$ cat src/rtl/mem_port_arbiter.sv
// rtl/mem_port_arbiter.sv - two-port (fetch/data) arbiter onto a single registered memory port
// Data wins by default; fetch is forced through after two consecutive data wins over a waiting fetch.
module mem_port_arbiter (
    input  logic        clk_i,
    input  logic        reset_i,
    input  logic        ireq_i,
    input  logic [15:0] iaddr_i,
    input  logic        dreq_i,
    input  logic        dwrite_i,
    input  logic [15:0] daddr_i,
    input  logic [15:0] dwdata_i,
    input  logic [15:0] mem_rdata_i,
    output logic        ignt_o,
    output logic        dgnt_o,
    output logic        ivalid_o,
    output logic        dvalid_o,
    output logic [15:0] rdata_o,
    output logic [15:0] mem_addr_o,
    output logic [15:0] mem_wdata_o,
    output logic        mem_read_o,
    output logic        mem_write_o,
    output logic        busy_o
);

    typedef enum logic [1:0] {
        S_IDLE = 2'd0,
        S_IACC = 2'd1,
        S_DACC = 2'd2,
        S_WAIT = 2'd3
    } state_e;

    state_e      state_q;
    logic [1:0]  starve_q;
    logic [1:0]  starve_d;
    logic        ignt_q;
    logic        dgnt_q;
    logic        ivalid_q;
    logic        dvalid_q;
    logic [15:0] mem_addr_q;
    logic [15:0] mem_wdata_q;
    logic        mem_read_q;
    logic        mem_write_q;
    logic        busy_q;

    logic arb;
    logic d_win;
    logic i_win;

    always_comb begin
        arb      = (state_q == S_IDLE) || (state_q == S_WAIT);
        d_win    = arb && dreq_i && ((starve_q < 2'd2) || !ireq_i);
        i_win    = arb && ireq_i && !d_win;
        starve_d = starve_q;
        if (arb) begin
            if (d_win && ireq_i) begin
                starve_d = (starve_q == 2'd2) ? 2'd2 : starve_q + 2'd1;
            end else begin
                starve_d = 2'd0;
            end
        end
    end

    always_ff @(posedge clk_i) begin
        if (reset_i) begin
            state_q     <= S_IDLE;
            starve_q    <= 2'd0;
            ignt_q      <= 1'b0;
            dgnt_q      <= 1'b0;
            ivalid_q    <= 1'b0;
            dvalid_q    <= 1'b0;
            mem_addr_q  <= 16'h0000;
            mem_wdata_q <= 16'h0000;
            mem_read_q  <= 1'b0;
            mem_write_q <= 1'b0;
            busy_q      <= 1'b0;
        end else begin
            starve_q    <= starve_d;
            ignt_q      <= 1'b0;
            dgnt_q      <= 1'b0;
            ivalid_q    <= (state_q == S_IACC);
            dvalid_q    <= (state_q == S_DACC);
            mem_read_q  <= 1'b0;
            mem_write_q <= 1'b0;
            if (i_win) begin
                state_q    <= S_IACC;
                ignt_q     <= 1'b1;
                mem_read_q <= 1'b1;
                mem_addr_q <= iaddr_i;
                busy_q     <= 1'b1;
            end else if (d_win) begin
                state_q     <= S_DACC;
                dgnt_q      <= 1'b1;
                mem_read_q  <= !dwrite_i;
                mem_write_q <= dwrite_i;
                mem_addr_q  <= daddr_i;
                mem_wdata_q <= dwdata_i;
                busy_q      <= 1'b1;
            end else if (arb) begin
                state_q <= S_IDLE;
                busy_q  <= 1'b0;
            end else begin
                // Access cycles always fall through to WAIT, where the next winner is picked.
                state_q <= S_WAIT;
                busy_q  <= 1'b1;
            end
        end
    end

    assign ignt_o      = ignt_q;
    assign dgnt_o      = dgnt_q;
    assign ivalid_o    = ivalid_q;
    assign dvalid_o    = dvalid_q;
    assign rdata_o     = mem_rdata_i;
    assign mem_addr_o  = mem_addr_q;
    assign mem_wdata_o = mem_wdata_q;
    assign mem_read_o  = mem_read_q;
    assign mem_write_o = mem_write_q;
    assign busy_o      = busy_q;

endmodule

$ cat config.mk
export PLATFORM = sky130hd
export DESIGN_NAME = mem_port_arbiter
export DESIGN_NICKNAME = d
export VERILOG_FILES = /design/src/rtl/mem_port_arbiter.sv
export SDC_FILE = /design/constraint.sdc
export NUM_CORES = 1
export LEC_CHECK = 0
export CAP_MARGIN = 15
export CORE_MARGIN = 1.5
export CORE_UTILIZATION = 30
export CTS_CLUSTER_SIZE = 12
export DETAILED_ROUTE_END_ITERATION = 6
export GPL_TIMING_DRIVEN = 0
export PLACE_DENSITY = 0.73
export SYNTH_ARGS = -nofsm -noshare
export SYNTH_HDL_FRONTEND = slang
export SYNTH_SLANG_ARGS = --single-unit
$ cat constraint.sdc
create_clock -name clk_i -period 2.1 [get_ports clk_i]
set_clock_uncertainty 0.2 [all_clocks]
set_input_delay 0.42 -clock clk_i [delete_from_list [all_inputs] [get_ports clk_i]]
set_output_delay 0.42 -clock clk_i [all_outputs]
set_load 0.005 [all_outputs]
; ---- Word level (Yosys, flattened, before mapping)
; Index checks and enable logic that the tools add are counted.
[word_totals]
word_cells = 49
regBits = 43
romBits = 0
latch_bits = 0
ram_bits = 0
out_inout_bits = 55
in_bits = 69
n_memories = 0
[classes]
magnitude_cmp = 1
n_bitwise = 2
reduce_logical = 15
n_eq_ne = 4
muxes = 14
add_sub_neg = 1
shifts = 0
mul = 0
n_div = 0
[op_table]
columns = operator, count
row1 = 16-bit 2-to-1 mux, 2
row2 = 1-bit 2-to-1 mux, 8
row3 = 2-bit 2-to-1 mux, 4
row4 = "2-bit == test, second input constant", 3
row5 = 1-bit logical AND, 5
row6 = 1-bit zero test, 3
row7 = 3-bit OR reduction, 1
row8 = "2-bit by 1-bit adder with 2-bit output, second input constant", 1
row9 = "2-bit by 1-bit == test with 1-bit output, second input constant", 1
row10 = 2-bit zero test, 1
row11 = 1-bit logical OR, 2
row12 = "2-bit < comparator, second input constant", 1
row13 = 1-bit inverter, 2
row14 = 2-bit AND reduction, 1
row15 = 2-bit nonzero test, 1
row16 = 2-bit OR reduction, 1

; ---- Logic depth before layout (Yosys ltp)
; Gate-level depths: netlist of run 1.
[logic_depth]
ltp_word = 8
mapped_depth = 8
ltp_nobuf = 5

; ---- Least setup slack after synthesis of run 1
; No wires, ideal clock.
[synth_path]
kind = register to register
from = register state_q[0]
to = register mem_addr_q[11], in the netlist mem_addr_o[11]
t_arrival_ns = 1.336
path_buffers = 3
stages_incl_launch_ff = 9
slack_ns = 0.439
t_required_ns = 1.775
period_less_slack_ns = 1.661
setup_time_ns = 0.125
cell_sequence = dfxtp_1 > inv_1 > ha_1 > buf_6 > o21a_1 > buf_4 > buf_4 > o21bai_1 > a31oi_1
[synth_between]
elab_chain_cells = 7
word_cells_on_any_way = 10
cone_classes = eq/ne (1) / mux (1) / reduce/logical (8)
[synth_lines]
columns = item, line
row1 = from (decl), 32  ; state_e state_q;
row2 = from (signal assigned), 65  ; state_q <= S_IDLE;
row3 = from (signal assigned), 85  ; state_q <= S_IACC;
row4 = from (signal assigned), 91  ; state_q <= S_DACC;
row5 = 2-bit == test / 2-bit zero test (equally long branches), 50  ; arb = (state_q == S_IDLE) || (state_q == S_WAIT);
row6 = 1-bit logical OR *, 50
row7 = 1-bit logical AND (2 in a row), 51  ; d_win = arb && dreq_i && ((starve_q < 2'd2) || !ireq_i);
row8 = 1-bit zero test, 52  ; i_win = arb && ireq_i && !d_win;
row9 = 1-bit logical AND, 52
row10 = 16-bit 2-to-1 mux / 2-bit nonzero test (equally long branches), --
row11 = to (signal assigned), 88  ; mem_addr_q <= iaddr_i;
row12 = to (signal assigned), 95  ; mem_addr_q <= daddr_i;
row13 = to (decl), 39  ; logic [15:0] mem_addr_q;
; Every way passes the cells marked *; elsewhere a longest branch is shown, timed or not.
; A chain may end at the register's enable or synchronous reset.

; ---- Worst setup path in the final report of run 1
[layout_path]
from = register state_q[0]
to = register mem_wdata_q[7], in the netlist mem_wdata_o[7]
[layout_between]
elab_chain_cells = 8
word_cells_on_any_way = 10
cone_classes = eq/ne (1) / bitwise (1) / reduce/logical (8)
[layout_lines]
columns = item, line
row1 = 2-bit == test / 2-bit zero test (equally long branches), 50
row2 = 1-bit logical OR *, 50
row3 = 1-bit logical AND (2 in a row), 51
row4 = 1-bit zero test, 52
row5 = 1-bit logical AND, 52
row6 = 1-bit inverter (no source line), --
row7 = 2-bit AND reduction (no source line) *, --
row8 = to (signal assigned), 96  ; mem_wdata_q <= dwdata_i;
row9 = to (decl), 40  ; logic [15:0] mem_wdata_q;
; Marks and branches as above.

==> flow_metrics.tcl, run 1 <==
set metrics [dict create \
    ys.warnings.count 0 \
    status "completed" \
    syn-mean-instance-area_um2 8.787 \
    hold_viol 0 \
    fin_nets 406 \
    wl_mm 5.733 \
    htree_levels 2 \
    start_kind "register" \
    cts_buffers 5 \
    fin_crit_sh_pct 90.60 \
    fin_ws_ps 197.4 \
    place_ws_ps -4.205 \
    hold_class "input pin to register" \
    cts_tree "built" \
    vias_per_cell 4.985 \
    wl_per_cell_um 13.95 \
    cts_sinks 43 \
    rows 29 \
    core-area_mm2 0.006314 \
    die_w_um 83.46 \
    power_leakage_nw 1.201 \
    start_util_pct 30.76 \
    cts-root-buf "clkbuf_8" \
    synth_flop_cell "dfxtp_1" \
    holdCritStartpoint "reset_i" \
    slowest_stage "clkbuf_1" \
    syn_nets 293 \
    area_delta_synth_final_pct 64.11 \
    grt_pass1_vias 1913 \
    cpMostUsedCell "inv_1" \
    r2r_end "mem_wdata_o[7]" \
    fillers 629 \
    critPathKind "register to register" \
    gp_congestion 0.7332 \
    fin_crit_ps 1903 \
    overflow 0 \
    reg2reg_from "state_q[0]" \
    synth_cells 221 \
    synth_area_mm2 0.001942 \
    vias 2049 \
    hpwl_mm 4.281 \
    synth_largest_area_cell "dfxtp_1" \
    dr.pass1.iters 4 \
    cpPeakStageDelay_ps 370 \
    post_cts.repair.setup_buffers 0 \
    cap_violations 0 \
    ys_ff_latch 43 \
    postRouteAntennaNets 0 \
    power_mw 2.363 \
    io_pins 124 \
    synth_top_area_share_pct 44.33 \
    synth-async-reset-ratio_pct 0 \
    power.density_mw_per_mm2 741.5 \
    slew_violations 0 \
    crit_chain "inv_1 > ha_1 > inv_1 > clkbuf_1 > o21ai_0 > a21oi_1" \
    drc_errors 0 \
    whs_ps 211.3 \
    synth.distinct_cells 30 \
    fmax_mhz 525.6 \
    path_clk_slew_ps 80 \
    synth-edff-count 0 \
    dieArea_mm2 0.006965 \
    max_slew_margin_pct 66.87 \
    finalSetupViolations 0 \
    cts_buffer_depth 2 \
    tightest_slew_ps 496.9 \
    die_height_um 83.46 \
    hold_path_end "mem_addr_o[3]" \
    yosys-top-cells-count "dfxtp_1 (43), o21ai_0 (27), a21oi_1 (22)" \
    cp_data_arrival_time_ps 1920 \
    crit_path_end_kind "register" \
    whs_path_depth 3 \
    n_antenna_cell 0 \
    ir_worst_vdd_mv 0.3115 \
    finalSetupTns_ps 0 \
    fin_area_mm2 0.003187 \
    synth_area_leaders "dfxtp_1 (44%), buf_4 (7.3%), o21ai_0 (7.0%), a21oi_1 (5.7%), nand3_1 (4.4%)" \
    grtUsageTotal_pct 15.89 \
    portBuffers 106 \
    grt_pass1_wl_mm 9.052 \
    grt_max_degree 13 \
    path_max_fanout 10 \
    postCtsHoldBufs 0 \
    ff2ff_setup_slack_ps 200 \
    rsz0062_at_grt "false" \
    clock_latency_ps 290 \
    ys_seq_area_share_pct 44.33 \
    cts_resized 0 \
    antenna_found_initial 0 \
    ff2ff_path_depth 6 \
    synth_most_common_cell "dfxtp_1" \
    drt_iter0_markers 82 \
    drive_gt1_share_pct 11.68 \
    critical_path_required_ps 2120 \
    place_area_mm2 0.003099 \
]
==> stage by stage <==
| step | std cells | util, % |
|---|---|---|
| after floorplan | 221 | - |
| after global placement | 404 | 49.09 |
| after detailed placement | 404 | 49.09 |
| after CTS | 411 | 50.48 |
| after global routing | 411 | 50.48 |
| final | 411 | 50.48 |
==> placed cells by master (no fill, tap or decap), types with 8 or more instances in the layout <==
cell / instances
clkdlybuf4s50_1: 106
dfxtp_1: 43
o21ai_0: 27
a21oi_1: 22
buf_4: 19
nand3_1: 17
nand4_1: 13
o21bai_1: 11
a31oi_1: 11
inv_1: 8
==> final cells by class <==
| type | count | area [um2] | share of cell area, % |
|---|---|---|---|
| Timing Repair Buffer | 106 | 1061 | 33.29 |
| Sequential cell | 43 | 860.8 | 27.01 |
| Multi-Input combinational cell | 133 | 800.8 | 25.13 |
| Buffer | 37 | 250.2 | 7.852 |
| Tap cell | 77 | 96.34 | 3.023 |
| Clock buffer | 6 | 82.58 | 2.591 |
| Inverter | 8 | 30.03 | 0.9423 |
| Clock inverter | 1 | 5.005 | 0.1570 |
==> layer usage <==
metal	vias up	global-route usage [%]	part of all wire, %
met5	-	0	0
met4	0	3.726	1.0
met3	8	5.045	9.5
met2	101	26.98	47
met1	932	19.74	43
li1	1008	-	-
==> logic make-up after synthesis <==
group,Yosys count,share of synthesized area (%)
compound gates,82,25.39
fa+ha+maj,3,1.933
buf+inv,45,14.43
flops,43,44.33
mux,2,1.031
simple gates,46,12.89
==> power by group <==
part / switching [mW] / internal [mW] / leakage (nW) / total (mW)
clock network: 0.273 / 0.258 / 0.0470 / 0.532
registers: 0.0515 / 0.933 / 0.354 / 0.984
logic: 0.383 / 0.464 / 0.800 / 0.847
==> how the worst max path moves through the flow <==
stage | startpoint | end | slack, ps | cells after the start
detailed placement | dreq_i | mem_wdata_o[7] | -4 | 5
CTS | state_q[0] | mem_wdata_o[7] | 170 | 6
finish | state_q[0] | mem_wdata_o[7] | 200 | 6
floorplan | state_q[0] | mem_addr_o[11] | 440 | 8
global route | state_q[0] | mem_wdata_o[8] | 20 | 6
global placement | dreq_i | mem_wdata_o[10] | 20 | 5
==> state kept, by name, summed over array words and instances, names as in the netlist <==
signal and cells:
busy_o 1, dgnt_o 1, dvalid_o 1, ignt_o 1
ivalid_o 1, mem_addr_o 16, mem_read_o 1, mem_wdata_o 16
mem_write_o 1, starve_q 2, state_q 2
==> worst max-delay path: cells and delay by family, from the launching register on <==
family | cells | cell delay [ps]
fa+ha+maj | 1 | 320
flops | 1 | 340
compound gates | 2 | 320
buf+inv | 3 | 660
Note: power is estimated with default switching activity, not from simulation.
==> inputs of run 2 (changes only) <==
- CORE_ASPECT_RATIO: unset -> 1.5
==> run 2 against run 1 <==
  * Register-to-register slack better by 40 ps
  * Highest routed layer unchanged
  * First-iteration DRC count rose by 44%
  * Maximum frequency is 2.3% higher
  * Clock-buffer cell count down 1
  * Routed wire length up 3.3%
  * Sequential power barely moved
  * Flip-flop and latch count unchanged
  * Final area up 0.67%
  * Global-route usage grew 1.1 points
==> flow_metrics.tcl, run 2 (same netlist as run 1, synthesis figures left out) <==
set metrics [dict create \
    status "completed" \
    crit_chain "inv_1 > ha_1 > inv_1 > clkbuf_1 > o21ai_0 > a21oi_1" \
    grt_pass1_vias 1970 \
    drc_errors 0 \
    overflow 0 \
    portBuffers 106 \
    io_pins 124 \
    hold_class "input pin to register" \
    wl_per_cell_um 14.48 \
    ff2ff_path_depth 6 \
    finalSetupViolations 0 \
    area_delta_synth_final_pct 65.21 \
    die_w_um 68.69 \
    ir_worst_vdd_mv 0.3320 \
    fin_crit_sh_pct 88.60 \
    rsz0062_at_grt "false" \
    cts_buffers 5 \
    path_clk_slew_ps 90 \
    n_antenna_cell 0 \
    fin_cells 409 \
    crit_path_end_kind "register" \
    start_util_pct 31.23 \
    path_max_fanout 10 \
    postRouteAntennaNets 0 \
    whs_ps 212.7 \
    cpPeakStageDelay_ps 360 \
    drive_gt1_share_pct 11.94 \
    fin_ws_ps 239.4 \
    cts_sinks 43 \
    core-area_mm2 0.006218 \
    max_slew_margin_pct 66.30 \
    holdCritStartpoint "reset_i" \
    layout_common_cells "clkdlybuf4s50_1 (106), dfxtp_1 (43), o21ai_0 (27)" \
    drt_iter0_markers 118 \
    cts_tree "built" \
    ff2ff_setup_slack_ps 240 \
    hold_path_end "mem_addr_o[3]" \
    grt_max_degree 15 \
    power.density_mw_per_mm2 771.6 \
    gp_congestion 0.7100 \
    cap_violations 0 \
    place_ws_ps -1.180 \
    final_common_cell "clkdlybuf4s50_1" \
    fin_nets 406 \
    grt.met3_usage_pct 4.667 \
    fin_crit_ps 1861 \
    rows 35 \
    dp_cells 401 \
    start_kind "register" \
    power_leakage_nw 1.212 \
    grt_util_met1_pct 19.55 \
    clock_latency_ps 290 \
    hpwl_mm 4.506 \
    dieArea_mm2 0.006974 \
    cts_buffer_depth 2 \
    postCtsHoldBufs 0 \
    grt_pass1_wl_mm 9.052 \
    busiest_layer "met2" \
    whs_path_depth 3 \
    cts-root-buf "clkbuf_8" \
    cts_resized 0 \
    power_mw 2.475 \
    r2r_end "mem_wdata_o[6]" \
    wl_mm 5.923 \
    critPathKind "register to register" \
    tightest_slew_ps 505.4 \
    hold_viol 0 \
    die_height_um 101.5 \
    post_cts.repair.setup_buffers 0 \
    reg2reg_from "state_q[0]" \
    vias 2038 \
    htree_levels 2 \
    critical_path_required_ps 2130 \
    cp_data_arrival_time_ps 1890 \
    antenna_found_initial 0 \
    post-route-util_pct 51.59 \
    fmax_mhz 537.4 \
    vias_per_cell 4.983 \
    slowest_stage "clkbuf_1" \
    grt_use_met2_pct 30.25 \
    slew_violations 0 \
    cpMostUsedCell "inv_1" \
    dr.pass1.iters 4 \
    grtUsageTotal_pct 17.02 \
]
run 2: changes by cell type in the layout (fill, tap and decap cells not counted):
cell       change
bufinv_16      +1
clkinv_4       +1
clkbuf_8       -1
run 2: through the flow:
stage                     cell area, um2  setup TNS, ps
final                               3208              0
after global routing                3208              0
after CTS                           3208              0
after detailed placement            3095         -1.180
after global placement              3095              0
after floorplan                     1942              0
run 2: layout make-up:
type,instances,area [um2]
clock buffer,5,68.82
fill,632,3010
inverter,8,30.03
multi-input combinational,133,800.8
buffer,37,250.2
clock inverter,3,43.79
tap,74,92.59
sequential,43,860.8
timing repair buffer,106,1061
run 2: critical path: cells and delay by family, from the launching register on:
kind	cells	cell delay, ps
buffers and inverters	3	630
DFF	1	340
adders and majority gates	1	320
AOI/OAI and AO/OA	2	310
run 2: where the power goes:
group          leakage, nW  switching (mW)  internal [mW]
sequential           0.354          0.0526          0.933
combinational        0.800           0.381          0.464
clock               0.0581           0.290          0.354
total                 1.21           0.724           1.75
run 2: layer usage:
| layer | share of wire [%] | vias up |
|---|---|---|
| met5 | 0 | - |
| met4 | 0.96 | 0 |
| met3 | 9.2 | 6 |
| met2 | 51 | 109 |
| met1 | 39 | 920 |
| li1 | - | 1003 |
run 2: how the worst max path moves through the flow:
stage | start | end | depth (start not counted)
6_report | state_q[0] | mem_wdata_o[6] | 6
5_1_grt | state_q[0] | mem_wdata_o[7] | 6
4_1_cts | state_q[0] | mem_wdata_o[6] | 6
3_5_place_dp | dreq_i | mem_wdata_o[6] | 5
3_3_place_gp | dreq_i | mem_wdata_o[10] | 5
2_1_floorplan | state_q[0] | mem_addr_o[11] | 8
==> inputs of run 3 (changes only) <==
==> constraint.sdc (replaced) <==
create_clock -name clk_i -period 2.1 [get_ports clk_i]
set_clock_uncertainty 0.2 [all_clocks]
set_input_delay 0.21 -clock clk_i [delete_from_list [all_inputs] [get_ports clk_i]]
set_output_delay 0.21 -clock clk_i [all_outputs]
set_load 0.005 [all_outputs]
==> run 3 against run 2 <==
  * Final area increased by 0.31%
  * Maximum frequency is essentially flat
  * Flip-flop and latch count unchanged
  * Die area unchanged
  * Largest power group unchanged
  * Critical path depth unchanged
  * Critical path type unchanged
  * Power barely moved
  * Clock-buffer cell count unchanged
  * Utilization rose by 0.16 points
  * Setup slack hardly changed
==> flow_metrics.tcl, run 3 (same netlist as run 1, synthesis figures left out) <==
set metrics [dict create \
    cts_resized 0 \
    tightest_slew_ps 507.5 \
    dieArea_mm2 0.006974 \
    postCtsHoldBufs 1 \
    cts_tree "built" \
    place_ws_ps 208.8 \
    grt_pass1_wl_mm 9.073 \
    gp_congestion 0.7100 \
    io_pins 124 \
    power_leakage_nw 1.216 \
    grt_pass1_vias 1976 \
    pwr-share-clk_pct 26.0 \
    drc_errors 0 \
    post-route-util_pct 51.75 \
    seq_power_share_pct 39.8 \
    power.density_mw_per_mm2 770.0 \
    critical_path_required_ps 2130 \
    switching_share_pct 29.27 \
    fin_crit_ps 1860 \
    grtUsageTotal_pct 17.04 \
    fillers 633 \
    path_max_fanout 10 \
    area_delta_synth_final_pct 65.72 \
    critPathTopFamily "buffers and inverters" \
    multi_input_area_um2 800.8 \
    dr.pass1.iters 4 \
    hold_class "register to register" \
    power_mw 2.478 \
    postRouteAntennaNets 0 \
    cts_buffers 5 \
    post_cts.repair.setup_buffers 0 \
    slowest_stage "clkbuf_1" \
    hpwl_mm 4.506 \
    path_clk_slew_ps 90 \
    crit_chain "inv_1 > ha_1 > inv_1 > clkbuf_1 > o21ai_0 > a21oi_1" \
    layout_common_cells "clkdlybuf4s50_1 (106), dfxtp_1 (43), o21ai_0 (27)" \
    whs_ps 263.8 \
    status "completed" \
    rsz0062_at_grt "false" \
    max_slew_margin_pct 66.17 \
    slew_violations 0 \
    fin_ws_ps 239.6 \
    wl_mm 5.942 \
    cp_data_arrival_time_ps 1890 \
    start_kind "register" \
    grt_max_degree 15 \
    cts_buffer_depth 2 \
    cpMostUsedCell "inv_1" \
    vias 2033 \
    wl_per_cell_um 14.49 \
    htree_levels 2 \
    cap_violations 0 \
    cts-root-buf "clkbuf_8" \
    p_int_mw 1.753 \
    place_area_mm2 0.003095 \
    dp_cells 401 \
    n_antenna_cell 0 \
    finalSetupTns_ps 0 \
    start_util_pct 31.23 \
    overflow 0 \
    clock_latency_ps 290 \
    comb_power_share_pct 34.2 \
    drt_iter0_markers 159 \
    fin_nets 407 \
    die_w_um 68.69 \
    core-area_mm2 0.006218 \
    fin_area_mm2 0.003218 \
    die_height_um 101.5 \
    drive_gt1_share_pct 11.90 \
    cts_sinks 43 \
    p_switching_uw 725.2 \
    portBuffers 106 \
    antenna_found_initial 0 \
    final_common_cell "clkdlybuf4s50_1" \
    fin_cells 410 \
    path_buf_inv 3 \
    ir_worst_vdd_mv 0.3320 \
    fmax_mhz 537.5 \
    finalSetupViolations 0 \
    rows 35 \
    cpPeakStageDelay_ps 360 \
    crit_path_end_kind "register" \
    fin_crit_sh_pct 88.59 \
    hold_viol 0 \
    register_area_um2 860.8 \
    vias_per_cell 4.959 \
    critPathKind "register to register" \
]
[run 3: changes by cell type in the layout (fill, tap and decap cells not counted), sizes merged]
| cell | change |
|---|---|
| dlygate4sd3 | +1 |
[run 3: tightest hold or removal path, stage by stage (launching register included)]
cell and delay [ps]:
dfxtp_1 320, nand2_1 50, a21oi_1 50
[run 3: routing by layer]
layer	part of all wire (%)	track usage [%]	routed length [um]
met5	0	0	0
met4	0.89	4.525	53
met3	8.9	4.667	531
met2	51	30.25	3011
met1	39	19.62	2344
[run 3: power by group through the flow]
stage / Clock, mW / Combinational, mW / Sequential (mW)
after floorplan: 0 / 0.387 / 1.01
after global placement: 0 / 0.842 / 1.00
after detailed placement: 0 / 0.852 / 1.01
after CTS: 0.669 / 0.858 / 0.987
after global routing: 0.694 / 0.939 / 1.00
final: 0.644 / 0.848 / 0.986
[run 3: layout make-up]
cell class,instances,area share (%)
Multi-Input combinational cell,133,24.88
Buffer,37,7.776
Clock inverter,3,1.361
Sequential cell,43,26.75
Timing Repair Buffer,107,33.28
Clock buffer,5,2.138
Tap cell,74,2.877
Inverter,8,0.9331
[run 3: final timing paths]
path	depth (start not counted)	end	slack, ps	startpoint
setup / recovery	6	mem_wdata_o[6]	240	state_q[0]
hold / removal	2	starve_q[0]	260	starve_q[0]
setup reg to reg	6	mem_wdata_o[6]	240	state_q[0]
hold reg to reg	2	starve_q[0]	260	starve_q[0]
